==> src/rtl/shift_add_multiplier_if.sv <==
// ---------------------------------------------------------------------------
// shift_add_multiplier_if
//
// Purpose:
//   Groups the request/response signals of the shift-and-add multiplier core
//   into one bundle. The operand side (start, a, b) is driven by whoever owns
//   the operand registers. The result side (busy, done, product) is driven
//   by the multiplier core.
//
// Parameters:
//   WIDTH   operand width in bits; the product is 2*WIDTH bits.
//
// Signals:
//   start    request a multiply (acted on only while the core is idle)
//   a        multiplicand
//   b        multiplier
//   busy     core is iterating
//   done     one-cycle pulse, product is valid and freshly updated
//   product  registered double-width result
//
// Modports:
//   master   operand source: drives start/a/b, observes busy/done/product
//   slave    multiplier core: observes start/a/b, drives busy/done/product
// ---------------------------------------------------------------------------
interface shift_add_multiplier_if #(
    parameter int WIDTH = 8
) ();

    logic                   start;
    logic [WIDTH-1:0]       a;
    logic [WIDTH-1:0]       b;
    logic                   busy;
    logic                   done;
    logic [2*WIDTH-1:0]     product;

    modport master (
        output start,
        output a,
        output b,
        input  busy,
        input  done,
        input  product
    );

    modport slave (
        input  start,
        input  a,
        input  b,
        output busy,
        output done,
        output product
    );

endinterface

==> src/rtl/shift_add_multiplier.sv <==
// ---------------------------------------------------------------------------
// shift_add_multiplier
//
// Purpose:
//   Sequential shift-and-add multiplier core. A start request in IDLE
//   captures both operands. The core then runs exactly WIDTH iterations, one
//   per clock. Each iteration conditionally adds the multiplicand into the
//   upper half of the accumulator and shifts the accumulator right. The
//   finished result is loaded into the product register, and done pulses for
//   one cycle. Intermediate accumulator values are never visible on product.
//
// Parameters:
//   WIDTH   operand width in bits (WIDTH >= 2); product is 2*WIDTH bits.
//
// Ports:
//   clk     system clock, all state changes on the rising edge
//   reset   synchronous active-high reset, priority over everything else
//   bus     shift_add_multiplier_if.slave
//             start   (in)  request a multiply, sampled only in IDLE
//             a       (in)  multiplicand
//             b       (in)  multiplier
//             busy    (out) high while iterating (state RUN)
//             done    (out) one-cycle pulse in state DONE
//             product (out) registered result, held until the next completion
//
// Optional feature:
//   MULT_SIGNED_EN  when defined, a and b are two's-complement. Their
//                   magnitudes are multiplied unsigned, and the result is
//                   negated on completion when the operand signs differ.
//                   When undefined, the core is purely unsigned and contains
//                   no sign logic.
//
// Timing:
//   Edge E0 accepts start. busy is high from after E0 through edge E_WIDTH.
//   done and the new product appear after E_WIDTH, and the core is back in
//   IDLE one cycle later. This gives one result every WIDTH+2 cycles.
// ---------------------------------------------------------------------------
module shift_add_multiplier #(
    parameter int WIDTH = 8
) (
    input  logic                  clk,
    input  logic                  reset,
    shift_add_multiplier_if.slave bus
);

    // Counter must be able to hold the value WIDTH itself.
    localparam int                CNT_W   = $clog2(WIDTH + 1);
    localparam logic [CNT_W-1:0]  CNT_ONE = CNT_W'(1);
    localparam logic [CNT_W-1:0]  CNT_INIT = CNT_W'(WIDTH);

    typedef enum logic [1:0] {
        IDLE = 2'd0,
        RUN  = 2'd1,
        DONE = 2'd2
    } state_t;

    state_t               state_q,   state_d;
    logic [WIDTH-1:0]     mcand_q,   mcand_d;
    logic [WIDTH-1:0]     mplier_q,  mplier_d;
    logic [2*WIDTH-1:0]   acc_q,     acc_d;
    logic [CNT_W-1:0]     cnt_q,     cnt_d;
    logic [2*WIDTH-1:0]   product_q, product_d;

    // Upper accumulator half plus carry, after the optional add.
    logic [WIDTH:0]       upper_sum;
    // Accumulator value after this iteration's add-and-shift.
    logic [2*WIDTH-1:0]   acc_shift;
    // Value that gets loaded into product on the last iteration.
    logic [2*WIDTH-1:0]   result;
    // Values captured into the operand copies when start is accepted.
    logic [WIDTH-1:0]     mcand_load;
    logic [WIDTH-1:0]     mplier_load;

`ifdef MULT_SIGNED_EN
    localparam logic [WIDTH-1:0]   ONE_W  = {{(WIDTH-1){1'b0}}, 1'b1};
    localparam logic [2*WIDTH-1:0] ONE_2W = {{(2*WIDTH-1){1'b0}}, 1'b1};

    logic sign_q, sign_d;

    // Magnitudes of the two's-complement operands. The most negative value
    // negates to itself, which read as unsigned is exactly 2^(WIDTH-1).
    assign mcand_load  = bus.a[WIDTH-1] ? (~bus.a + ONE_W) : bus.a;
    assign mplier_load = bus.b[WIDTH-1] ? (~bus.b + ONE_W) : bus.b;

    // The unsigned magnitude product never exceeds 2^(2*WIDTH-2), so the
    // negation below always fits in the double-width product.
    assign result = sign_q ? (~acc_shift + ONE_2W) : acc_shift;
`else
    assign mcand_load  = bus.a;
    assign mplier_load = bus.b;
    assign result      = acc_shift;
`endif

    // One datapath iteration. The add is done one bit wider than the
    // operand so the carry is kept. It then drops into the top bit on the
    // right shift, which is why the accumulator never overflows.
    always_comb begin
        upper_sum = {1'b0, acc_q[2*WIDTH-1:WIDTH]};
        if (mplier_q[0]) begin
            upper_sum = upper_sum + {1'b0, mcand_q};
        end
    end

    assign acc_shift = {upper_sum, acc_q[WIDTH-1:1]};

    // Next-state and datapath control. Every register holds by default and
    // is changed only by the state that owns it. The product register is
    // written solely on the final iteration, so partial sums stay internal.
    always_comb begin
        state_d   = state_q;
        mcand_d   = mcand_q;
        mplier_d  = mplier_q;
        acc_d     = acc_q;
        cnt_d     = cnt_q;
        product_d = product_q;
`ifdef MULT_SIGNED_EN
        sign_d    = sign_q;
`endif

        case (state_q)
            IDLE: begin
                if (bus.start) begin
                    mcand_d  = mcand_load;
                    mplier_d = mplier_load;
                    acc_d    = '0;
                    cnt_d    = CNT_INIT;
`ifdef MULT_SIGNED_EN
                    sign_d   = bus.a[WIDTH-1] ^ bus.b[WIDTH-1];
`endif
                    state_d  = RUN;
                end
            end

            RUN: begin
                acc_d    = acc_shift;
                mplier_d = mplier_q >> 1;
                cnt_d    = cnt_q - CNT_ONE;
                // The counter hits zero on this edge, so this is the last
                // iteration. Publish the finished accumulator directly.
                if (cnt_q == CNT_ONE) begin
                    product_d = result;
                    state_d   = DONE;
                end
            end

            DONE: begin
                // Leave DONE unconditionally. A start seen here is dropped
                // rather than queued.
                state_d = IDLE;
            end

            default: begin
                state_d = IDLE;
            end
        endcase
    end

    // State and datapath registers with synchronous reset. Reset clears the
    // partial result together with the published product.
    always_ff @(posedge clk) begin
        if (reset) begin
            state_q   <= IDLE;
            mcand_q   <= '0;
            mplier_q  <= '0;
            acc_q     <= '0;
            cnt_q     <= '0;
            product_q <= '0;
`ifdef MULT_SIGNED_EN
            sign_q    <= 1'b0;
`endif
        end else begin
            state_q   <= state_d;
            mcand_q   <= mcand_d;
            mplier_q  <= mplier_d;
            acc_q     <= acc_d;
            cnt_q     <= cnt_d;
            product_q <= product_d;
`ifdef MULT_SIGNED_EN
            sign_q    <= sign_d;
`endif
        end
    end

    // Status outputs decode straight from the state register and are
    // therefore glitch-free.
    assign bus.busy    = (state_q == RUN);
    assign bus.done    = (state_q == DONE);
    assign bus.product = product_q;

endmodule

==> src/flat_wrapper.sv <==
// flat-port wrapper written by rule: the top's interface ports become plain ports
module shift_add_multiplier_flat 
#(
    parameter int WIDTH = 8
)
  (clk, reset, bus_start, bus_a, bus_b, bus_busy, bus_done, bus_product);
  shift_add_multiplier_if #(.WIDTH(WIDTH)) bus_i ();
  input  logic clk;
  input  logic reset;
  input wire logic [$bits(bus_i.start)-1:0] bus_start;
  input wire logic [$bits(bus_i.a)-1:0] bus_a;
  input wire logic [$bits(bus_i.b)-1:0] bus_b;
  output wire logic [$bits(bus_i.busy)-1:0] bus_busy;
  output wire logic [$bits(bus_i.done)-1:0] bus_done;
  output wire logic [$bits(bus_i.product)-1:0] bus_product;
  assign bus_i.start = bus_start;
  assign bus_i.a = bus_a;
  assign bus_i.b = bus_b;
  assign bus_busy = bus_i.busy;
  assign bus_done = bus_i.done;
  assign bus_product = bus_i.product;
  shift_add_multiplier #(.WIDTH(WIDTH)) u_core (.clk(clk), .reset(reset), .bus(bus_i));
endmodule
==> config.mk <==
export PLATFORM = sky130hd
export DESIGN_NAME = shift_add_multiplier_flat
export DESIGN_NICKNAME = d
export VERILOG_FILES = /design/src/rtl/shift_add_multiplier_if.sv /design/src/rtl/shift_add_multiplier.sv /design/src/flat_wrapper.sv
export SDC_FILE = /design/constraint.sdc
export NUM_CORES = 1
export LEC_CHECK = 0
export CAP_MARGIN = 25
export CORE_AREA = 4 4 76 78
export DETAILED_ROUTE_END_ITERATION = 8
export DIE_AREA = 0 0 80 82
export PLACE_DENSITY_LB_ADDON = 0.15
export SYNTH_ARGS = -nofsm -noshare
export SYNTH_HDL_FRONTEND = slang
export SYNTH_SLANG_ARGS = --single-unit
==> constraint.sdc <==
create_clock -name clk -period 1.8 [get_ports clk]
set_clock_uncertainty 0.15 [all_clocks]
set_input_delay 0.36 -clock clk [delete_from_list [all_inputs] [get_ports clk]]
set_output_delay 0.36 -clock clk [all_outputs]
set_load 0.02 [all_outputs]
# == Word level (Yosys, flattened, before mapping) ==
# Index checks and enable logic that the tools add are counted.
# word_totals
regBits,54
inputBits,19
output_inout_bits,18
elab_cells,29
# classes
n_addsub,2
n_eq_ne,5
n_mux,10
reduce_logical,6
# ops
cell,n
16-bit case mux with 2 select lines,1
16-bit 2-to-1 mux,1
8-bit case mux with 2 select lines,1
8-bit by 8-bit adder with 9-bit output,1
9-bit 2-to-1 mux,1
8-bit 2-to-1 mux,1
4-bit case mux with 2 select lines,1
2-bit AND reduction,4
4-bit by 1-bit equality test with 1-bit output (second input constant),1
2-bit 2-to-1 mux,2
4-bit 2-to-1 mux,1
2-bit case mux with 2 select lines,1
4-bit by 1-bit subtractor with 4-bit output (second input constant),1
2-bit by 1-bit equality test with 1-bit output (second input constant),1
2-bit equality test (second input constant),1
2-bit logical NOT,1
2-bit by 1-bit != test with 1-bit output (second input constant),1
2-bit != test (second input constant),1
2-bit nonzero test,1

# == Depth between registers and ports, before layout ==
# Gate-level depths: netlist of run 1.
# depth
ltp_word,3
mapped_depth,8
depth_no_buf,8

# == Worst setup path after synthesis of run 1 ==
# No wires, ideal clock.
# synth_timing
path_type,register -> register
start,reg u_core.acc_q[8]
end,reg u_core.acc_q[13]
setup_time_ns,0.133
arrival_ns,1.637
t_required_ns,1.517
setup_slack_ns,-0.120
stages_incl_launch_ff,9
path_buffers,0
synth_period_minus_slack_ns,1.920
cell_sequence,dfxtp_1 ha_1 inv_1 fa_1 nor2b_1 o31ai_2 and3_1 o21ai_0 a31oi_1
# synth_between
elab_chain_cells,3
# synth_rtl
element,line_no,source
from (decl),shift_add_multiplier.sv:60,"logic [2*WIDTH-1:0] acc_q, acc_d;"
from (signal assigned),shift_add_multiplier.sv:165,acc_q <= '0;
from (signal assigned),shift_add_multiplier.sv:175,acc_q <= acc_d;
8-bit by 8-bit adder with 9-bit output,shift_add_multiplier.sv:100,"upper_sum = upper_sum + {1'b0, mcand_q};"
9-bit 2-to-1 mux,shift_add_multiplier.sv:99,if (mplier_q[0]) begin
16-bit case mux with 2 select lines,shift_add_multiplier.sv:120,case (state_q)
# No other way between the ends.
# A chain may end at the register's enable or synchronous reset.

# == Worst setup path in the final report of run 1 ==
# layout_timing
start,reg u_core.mcand_q[0]
end,reg u_core.product_q[11] (netlist: u_core.bus.product[11])
# layout_between
elab_chain_cells,2
# layout_rtl
element,line_no,source
from (decl),shift_add_multiplier.sv:58,"logic [WIDTH-1:0] mcand_q, mcand_d;"
from (signal assigned),shift_add_multiplier.sv:173,mcand_q <= mcand_d;
8-bit by 8-bit adder with 9-bit output,shift_add_multiplier.sv:100,
9-bit 2-to-1 mux,shift_add_multiplier.sv:99,
to (signal assigned),shift_add_multiplier.sv:177,product_q <= product_d;
to (decl),shift_add_multiplier.sv:62,"logic [2*WIDTH-1:0] product_q, product_d;"
# No other way between the ends.

==> results.txt, run 1 <==
----------------------------------------------------
[Outcome]
  Status ... finished with violations
  Violations in the final reports ... setup timing

[Power and ir drop]
  Share of power burned in registers ... 54.3%
  Internal power ... between 1.5 and 2 mW
  IR Drop Worst-Case VDD ... around 0.0004 V
  Total Power ... roughly 2.3 mW
  Leakage power summed over all cells ... about 1.3 nW
  Combinational power share ... between 10% and 20%
  P_sw ... 618.1 uW
  Portion of total power attributed to the clock network ... 30.6%
  Power density over the cells ... between 700 and 800 nW/um2
  Net switching fraction of the power ... between 20 and 30%

[Global routing]
  Maximum number of pins on one net before global-route repair ... 30
  Number of antenna violations at the first check in global routing ... 0
  Via count of the first global-routing pass ... between 1500 and 2000
  Overall Global Routing Usage ... roughly 18%
  Gr busiest metal ... met2
  M2 GR Usage ... around 27%
  GR Overflow Total ... 0
  GRT met1 Usage ... about a quarter
  Global-route wire length before repair ... just over 9000 um
  Met3 GRT Util ... 3.618%

[Routing]
  Per-cell via count in the routed design ... ~5.3
  Average wire per cell in the routed design ... between 10 and 15 um
  Number of DRC markers in iteration 0 ... slightly below 100
  Drt total wl ... 5423 um
  Routed via count ... approximately 2200
  Number of remaining DRC errors ... 0
  Drt first pass iters ... 4
  Antenna-violating nets left ... 0

[Die]
  Die height ... 82 um
  Number of placement rows ... 26
  DIE WIDTH ... ~80 um
  I/O pin total ... 37
  Area of the die ... about 6600 um2
  Initial core utilization ... a little under half
  Area of the core ... about 5000 um2

[Synth]
  Part of the Yosys area used for sequential elements ... about 44%
  Syn_nets ... 327
  Dominant cell type by area after synthesis ... sky130_fd_sc_hd__dfxtp_1
  Combined area of all synthesized cells ... approximately 2400 um2
  Number of synthesized flops with an enable pin ... 0
  Number of distinct library cells after synthesis ... 40
  Share of synthesized flip-flops with an asynchronous set or reset ... 0%
  Top cell type's share of synthesized area ... between 40% and 50%
  Number of flip-flops and latches in the synthesized netlist ... 53
  Most area-consuming cells after synthesis ... sky130_fd_sc_hd__dfxtp_1 (44%), sky130_fd_sc_hd__a21oi_1 (9.2%), sky130_fd_sc_hd__nand2_1 (8.9%)
  Average instance area after synthesis ... ~8 um2
  Predominant post-synthesis flop cell ... sky130_fd_sc_hd__dfxtp_1
  Gate count after technology mapping ... roughly 300
  Count of synthesis-stage warnings from yosys ... 0

[Timing]
  Period utilization ... 105.4%
  Number of pins exceeding their max-slew limit in the final report ... 0
  Worst slew margin ... about 64%
  Final number of setup-violating endpoints ... 6
  Slew @ Worst Pin ... around 0.55 ns
  Hold Fails Final Rpt ... 0
  RSZ-0062 raised after global routing ... true
  Final Critical Period ... between 1.5 and 2 ns
  Highest clock frequency the design can meet ... roughly 530 MHz
  Setup WS post-layout ... -0.09792 ns

[Min path]
  Critical hold path startpoint ... u_core.bus.product[2]$_SDFFE_PP0P_
  Path type of the worst min-delay path ... flip-flop to flip-flop

[Finish]
  Most frequent cells in the layout ... sky130_fd_sc_hd__nand2_1 (57), sky130_fd_sc_hd__dfxtp_1 (49), sky130_fd_sc_hd__a21oi_1 (42)
  Count of inserted antenna diode cells ... 0
  Proportion of layout cells with a drive suffix above 1 ... between 15 and 20%
  Net total in the final layout ... approximately 370
  Most common library cell in the layout ignoring fill and taps ... sky130_fd_sc_hd__nand2_1
  Final core area utilization ... between 60 and 70%
  Area delta synth->final ... 32.88%

[Flow run]
  # Max-Cap Violations ... 0

[Worst setup path]
  Critical Path End Type ... flip-flop
  Number of cells on the worst reg-to-reg path ... 9
  CP startpoint kind ... flip-flop
  Biggest fanout along the worst timing path ... 2
  Combined buffer and inverter count along the critical path ... 2
  R2r startpoint ... u_core.mcand_q[0]$_SDFFE_PP0P_
  Crit-path slowest cell ... sky130_fd_sc_hd__dfxtp_2
  Gate family responsible for the most delay along the worst path ... adder cells
  Flop-to-flop setup slack ... -0.1 ns
  End point of the critical path ... u_core.bus.product[11]$_SDFFE_PP0P_
  CP most frequent cell ... sky130_fd_sc_hd__o211ai_1
  Data arrival time of the critical path ... roughly 2.0 ns
  CP Launch Point ... u_core.mcand_q[0]$_SDFFE_PP0P_
  Critical-path cell list ... ha_4, inv_2, fa_2, nor2b_4, buf_6, o211ai_1, o211ai_1, nor2_1, nor3_1
  Data required time at the worst endpoint ... approximately 1.9 ns
  Crit path kind ... flip-flop to flip-flop
  CP max stage delay ... around 0.36 ns
  Instance count on the critical path ... 9
  Critical register-to-register path endpoint ... u_core.bus.product[11]$_SDFFE_PP0P_

[Clocking]
  Clock tree from TritonCTS ... done
  Number of clock sinks seen by CTS ... 53
  H-Tree Depth ... 2
  Clk root buf ... sky130_fd_sc_hd__clkbuf_8
  CTS Buf Count ... 5
  Clock insertion delay at the later pin of the skew report ... 0.30 ns
  Count of hold-fix buffers inserted at cts ... 0
  Buffers from clock root to sink, at most ... 2
  Clock-pin slew on the worst setup and hold paths ... about 0.1 ns

[Place]
  Buffers on Ports ... 36
  Total half-perimeter wirelength after legalization and detailed placement ... between 3000 and 4000 um
  Placer's final routability congestion estimate ... between 0.8 and 0.9

----------------------------------------------------
==> synth_stat cells, types with 3 or more instances <==
cell type and instances:
sky130_fd_sc_hd__a31oi_1 6, sky130_fd_sc_hd__a21oi_1 44, sky130_fd_sc_hd__a211oi_1 5, sky130_fd_sc_hd__ha_1 10
sky130_fd_sc_hd__o21ai_0 3, sky130_fd_sc_hd__dfxtp_1 53, sky130_fd_sc_hd__nor3_1 3, sky130_fd_sc_hd__buf_2 7
sky130_fd_sc_hd__mux2i_1 3, sky130_fd_sc_hd__nor2b_1 5, sky130_fd_sc_hd__nor2_1 25, sky130_fd_sc_hd__nand2_1 57
sky130_fd_sc_hd__clkbuf_1 10, sky130_fd_sc_hd__inv_1 6, sky130_fd_sc_hd__buf_1 3, sky130_fd_sc_hd__nand3_1 14
sky130_fd_sc_hd__nand2b_1 3, sky130_fd_sc_hd__o21a_1 4, sky130_fd_sc_hd__a22oi_1 7
==> layer usage <==
layer / vias up / part of all wire [%] / wire length [um]
met5: - / 0 / 0
met4: 0 / 1.7 / 94
met3: 7 / 4.3 / 232
met2: 45 / 45 / 2417
met1: 1020 / 49 / 2678
li1: 1121 / - / -
==> cell families (layout without fill, tap and decap cells) <==
family / after synthesis / in the layout / share of synthesized area [%]
buffers and inverters: 26 / 72 / 4.422
muxes: 3 / 3 / 1.249
DFF: 53 / 53 / 44.12
xor gates and xnor gates: 3 / 3 / 1.093
adders and majority gates: 11 / 11 / 6.035
AOI/OAI and AO/OA: 82 / 82 / 21.07
and+or+nand+nor: 119 / 119 / 22.01
==> flip-flops by register name (all words and copies together), names as in the netlist <==
name	cells
u_core.state_q	2
u_core.bus.product	16
u_core.acc_q	15
u_core.cnt_q	4
u_core.mplier_q	8
u_core.mcand_q	8
==> power by group through the flow <==
stage               sequential, mW  combinational, mW  clock (mW)
floorplan                     1.27              0.203           0
global placement              1.28              0.335           0
detailed placement            1.28              0.338           0
CTS                           1.25              0.347       0.726
global route                  1.26              0.388       0.788
finish                        1.25              0.348       0.706
==> final cells by class <==
cell class,count,area [um2]
repair buffers,58,588.1
multi-input cells,218,1335
clock inverters,2,13.76
flip-flops and latches,53,1066
fillers,467,1879
clock buffers,6,82.58
well taps,70,87.58
inverters,6,22.52
==> how the worst min path moves through the flow <==
stage / end / slack [ns] / depth (start not counted)
3_3_place_gp: u_core.bus.product[0]$_SDFFE_PP0P_ / 0.29 / 2
5_1_grt: u_core.bus.product[3]$_SDFFE_PP0P_ / 0.33 / 2
4_1_cts: u_core.bus.product[3]$_SDFFE_PP0P_ / 0.31 / 2
2_1_floorplan: u_core.bus.product[0]$_SDFFE_PP0P_ / 0.28 / 2
6_report: u_core.bus.product[2]$_SDFFE_PP0P_ / 0.30 / 2
3_5_place_dp: u_core.bus.product[3]$_SDFFE_PP0P_ / 0.30 / 2
==> worst min-delay path: cells and delay by family (launching register included) <==
kind             cells  cell delay (ns)
AO/OA/AOI/OAI        1             0.05
flip-flops           1             0.32
AND/OR/NAND/NOR      1             0.05
==> what timing repair did <==
action,CTS,global route
pin swaps,17,9
setup endpoints to repair,13,25
gates resized for setup,21,16
setup buffers,2,0
==> metrics by stage <==
stage	TNS, ns	setup slack [ns]	cell area, um2	hold slack (ns)	cells
3_3_place_gp	-0.2576	-0.08434	2959	0.2895	403
5_1_grt	-1.395	-0.2069	3196	0.3255	413
3_5_place_dp	-0.7054	-0.1624	2959	0.2958	403
6_report	-0.2738	-0.09792	3196	0.3041	413
4_1_cts	-0.3973	-0.1042	3152	0.3099	413
2_1_floorplan	-0.03731	-0.02248	2412	0.2821	297
Note: power is estimated with default switching activity, not from simulation.
==> run 2, diff against run 1 <==
--- a/config.mk
+++ b/config.mk
@@ -6,9 +6,11 @@
 export NUM_CORES = 1
 export LEC_CHECK = 0
 export CAP_MARGIN = 25
-export CORE_AREA = 4 4 76 78
+export CELL_PAD_IN_SITES_DETAIL_PLACEMENT = 0
+export CELL_PAD_IN_SITES_GLOBAL_PLACEMENT = 2
+export CORE_AREA = 4 4 98 100
 export DETAILED_ROUTE_END_ITERATION = 8
-export DIE_AREA = 0 0 80 82
+export DIE_AREA = 0 0 102 104
 export PLACE_DENSITY_LB_ADDON = 0.15
 export SYNTH_ARGS = -nofsm -noshare
 export SYNTH_HDL_FRONTEND = slang
==> run 2 against run 1 <==
The flow still finishes with violations (setup timing). Critical endpoint is now u_core.acc_q[13]$_SDFFE_PP0P_. Utilization decreased by 25 points. Sequential share of layout area down 1.0 points. Global-route usage down 4.6 points. Setup slack better by 0.053 ns. Total power is 2.5% higher.
==> results.txt, run 2 (synthesis gave the netlist of run 1 again) <==
----------------------------------------------------
[Global routing]
  Number of antenna violations at the first check in global routing ... 0 (unchanged)
  Maximum number of pins on one net before global-route repair ... 30 (unchanged)
  Via count of the first global-routing pass ... 2230 (was 1920)
  GR Overflow Total ... 0 (unchanged)
  Global-route wire length before repair ... 11070 um (was 9149 um)
  Overall Global Routing Usage ... 12.93% (was 17.57%)

[Worst setup path]
  Crit-path slowest cell ... sky130_fd_sc_hd__dfxtp_2 (unchanged)
  CP max stage delay ... 0.37 ns (was 0.36 ns)
  Data arrival time of the critical path ... 1.87 ns (was 1.98 ns)
  Critical register-to-register path endpoint ... u_core.acc_q[13]$_SDFFE_PP0P_ (was u_core.bus.product[11]$_SDFFE_PP0P_)
  Crit path kind ... flip-flop to flip-flop (unchanged)
  R2r startpoint ... u_core.mcand_q[0]$_SDFFE_PP0P_ (unchanged)
  Data required time at the worst endpoint ... 1.82 ns (was 1.88 ns)
  Number of cells on the worst reg-to-reg path ... 8 (was 9)
  Critical Path End Type ... flip-flop (unchanged)
  CP startpoint kind ... flip-flop (unchanged)
  Critical-path cell list ... ha_4, inv_2, fa_2, nor2b_4, o31ai_4, and3_1, o21ai_1, a31oi_1 (was ha_4, inv_2, fa_2, nor2b_4, buf_6, o211ai_1, o211ai_1, nor2_1, nor3_1)
  CP Launch Point ... u_core.mcand_q[0]$_SDFFE_PP0P_ (unchanged)
  End point of the critical path ... u_core.acc_q[13]$_SDFFE_PP0P_ (was u_core.bus.product[11]$_SDFFE_PP0P_)
  Flop-to-flop setup slack ... -0.04 ns (was -0.1 ns)
  Biggest fanout along the worst timing path ... 3 (was 2)

[Finish]
  Cell area after layout ... 3306 um2 (was 3196 um2)
  Count of inserted antenna diode cells ... 0 (unchanged)
  Most common library cell in the layout ignoring fill and taps ... sky130_fd_sc_hd__nand2_1 (unchanged)
  Final core area utilization ... 38.09% (was 62.97%)
  Net total in the final layout ... 378 (was 372)
  Most frequent cells in the layout ... sky130_fd_sc_hd__nand2_1 (57), sky130_fd_sc_hd__dfxtp_1 (46), sky130_fd_sc_hd__a21oi_1 (42) (was sky130_fd_sc_hd__nand2_1 (57), sky130_fd_sc_hd__dfxtp_1 (49), sky130_fd_sc_hd__a21oi_1 (42))
  Proportion of layout cells with a drive suffix above 1 ... 18.62% (was 16.03%)
  Max FFs per register ... 16 (unchanged)
  Footprint of the multi-input gates ... 1344 um2 (was 1335 um2)
  Sequential cell area ... 1070 um2 (was 1066 um2)
  Fill cells ... 946 (was 467)
  Final cell count without fillers ... 457 (was 413)
  Area delta synth->final ... 37.46% (was 32.88%)

[Die]
  Number of placement rows ... 34 (was 26)
  I/O pin total ... 37 (unchanged)
  Die height ... 104 um (was 82 um)
  Area of the core ... 8678 um2 (was 5075 um2)
  DIE WIDTH ... 102 um (was 80 um)
  Initial core utilization ... 27.71% (was 47.39%)
  Area of the die ... 10610 um2 (was 6560 um2)

[Routing]
  Drt first pass iters ... 4 (unchanged)
  Per-cell via count in the routed design ... 4.818 (was 5.310)
  Number of DRC markers in iteration 0 ... 70 (was 99)
  Average wire per cell in the routed design ... 14.26 um (was 13.13 um)
  Drt total wl ... 6516 um (was 5423 um)
  Antenna-violating nets left ... 0 (unchanged)
  Number of remaining DRC errors ... 0 (unchanged)
  Routed via count ... 2202 (was 2193)

[Timing]
  Worst slew margin ... 61.75% (was 63.63%)
  Slew @ Worst Pin ... 0.5738 ns (was 0.5455 ns)
  Hold Fails Final Rpt ... 0 (unchanged)
  Final Hold Slack ... 0.3097 ns (was 0.3041 ns)
  Number of pins exceeding their max-slew limit in the final report ... 0 (unchanged)
  Fin Setup TNS ... -0.1207 ns (was -0.2738 ns)
  Setup WS post-layout ... -0.04487 ns (was -0.09792 ns)
  Final Critical Period ... 1.845 ns (was 1.898 ns)
  RSZ-0062 raised after global routing ... true (unchanged)
  Period utilization ... 102.5% (was 105.4%)
  Highest clock frequency the design can meet ... 542.0 MHz (was 526.9 MHz)
  Final number of setup-violating endpoints ... 4 (was 6)

[Place]
  Placed inst area ... 3067 um2 (was 2959 um2)
  Total half-perimeter wirelength after legalization and detailed placement ... 4389 um (was 3709 um)
  Placer's final routability congestion estimate ... 0.7405 (was 0.8519)
  Buffers on Ports ... 36 (unchanged)
  Total instance count after detailed placement ... 449 (was 403)

[Power and ir drop]
  Power density over the cells ... 715.0 nW/um2 (was 721.7 nW/um2)
  IR Drop Worst-Case VDD ... 0.0003308 V (was 0.0003931 V)
  Leakage power summed over all cells ... 1.426 nW (was 1.344 nW)
  Share of power burned in registers ... 52.9% (was 54.3%)
  P_sw ... 629.8 uW (was 618.1 uW)
  Net switching fraction of the power ... 26.65% (was 26.80%)
  Internal power ... 1.734 mW (was 1.688 mW)
  Portion of total power attributed to the clock network ... 31.2% (was 30.6%)
  Combinational power share ... 15.8% (was 15.1%)

[Outcome]
  Violations in the final reports ... setup timing (unchanged)
  Status ... finished with violations (unchanged)

[Clocking]
  Clock insertion delay at the later pin of the skew report ... 0.30 ns (about the same)
  Clock tree from TritonCTS ... done (unchanged)
  CTS Buf Count ... 5 (unchanged)
  Number of clock sinks seen by CTS ... 53 (unchanged)
  H-Tree Depth ... 2 (unchanged)
  Clock-pin slew on the worst setup and hold paths ... 0.09 ns (was 0.10 ns)
  Clk root buf ... sky130_fd_sc_hd__clkbuf_8 (unchanged)
  Buffers from clock root to sink, at most ... 2 (unchanged)

[Min path]
  Path type of the worst min-delay path ... flip-flop to flip-flop (unchanged)

[Flow run]
  # Max-Cap Violations ... 0 (unchanged)

----------------------------------------------------
## run 2: worst min-delay path by stage
stage | end | from | cells after the start
floorplan | u_core.bus.product[0]$_SDFFE_PP0P_ | u_core.acc_q[1]$_SDFFE_PP0P_ | 2
global placement | u_core.mplier_q[1]$_SDFFE_PP0P_ | u_core.mplier_q[1]$_SDFFE_PP0P_ | 2
detailed placement | u_core.bus.product[1]$_SDFFE_PP0P_ | u_core.bus.product[1]$_SDFFE_PP0P_ | 2
CTS | u_core.bus.product[1]$_SDFFE_PP0P_ | u_core.bus.product[1]$_SDFFE_PP0P_ | 2
global route | u_core.bus.product[5]$_SDFFE_PP0P_ | u_core.bus.product[5]$_SDFFE_PP0P_ | 2
finish | u_core.bus.product[1]$_SDFFE_PP0P_ | u_core.bus.product[1]$_SDFFE_PP0P_ | 2
## run 2: routing by layer
metal	up-vias	wire, um	part of all wire (%)	GRT usage (%)
li1	1132	-	-	-
met1	1029	3290	50	18.10
met2	36	2881	44	20.29
met3	5	289	4.4	2.616
met4	0	54	0.83	3.093
met5	-	0	0	0
## run 2: critical path, delay by kind of cell (launching register included)
| kind | cells | cell delay (ns) |
|---|---|---|
| DFF | 1 | 0.37 |
| and+or+nand+nor | 2 | 0.36 |
| buffers and inverters | 1 | 0.03 |
| adders and majority gates | 2 | 0.50 |
| AOI/OAI and AO/OA | 3 | 0.30 |
## run 2: power by group through the flow
stage / Clock [mW] / Sequential (mW) / Combinational [mW]
2_1_floorplan: 0 / 1.27 / 0.203
3_3_place_gp: 0 / 1.27 / 0.370
3_5_place_dp: 0 / 1.27 / 0.369
4_1_cts: 0.771 / 1.25 / 0.377
5_1_grt: 0.812 / 1.26 / 0.419
6_report: 0.738 / 1.25 / 0.374
## run 2: what timing repair did
action	in CTS	in global routing
endpoints found under the hold margin	0	0
gates cloned	0	0
gates resized for setup	17	26
hold buffers	0	0
setup buffers	0	0
endpoints found under the setup margin	12	31
pin swaps	7	9
## run 2: layout make-up
| type | instances | area share [%] |
|---|---|---|
| Multi-Input combinational cell | 218 | 40.65 |
| Timing Repair Buffer | 64 | 19.15 |
| Sequential cell | 53 | 32.36 |
| Clock buffer | 7 | 2.914 |
| Tap cell | 108 | 4.088 |
| Clock inverter | 1 | 0.1514 |
| Inverter | 6 | 0.6813 |
## run 2: stage by stage
step,setup WS [ns],power (mW)
floorplan,-0.02248,1.471
global placement,-0.09797,1.644
detailed placement,-0.1784,1.643
CTS,-0.06573,2.397
global route,-0.1445,2.490
finish,-0.04487,2.364
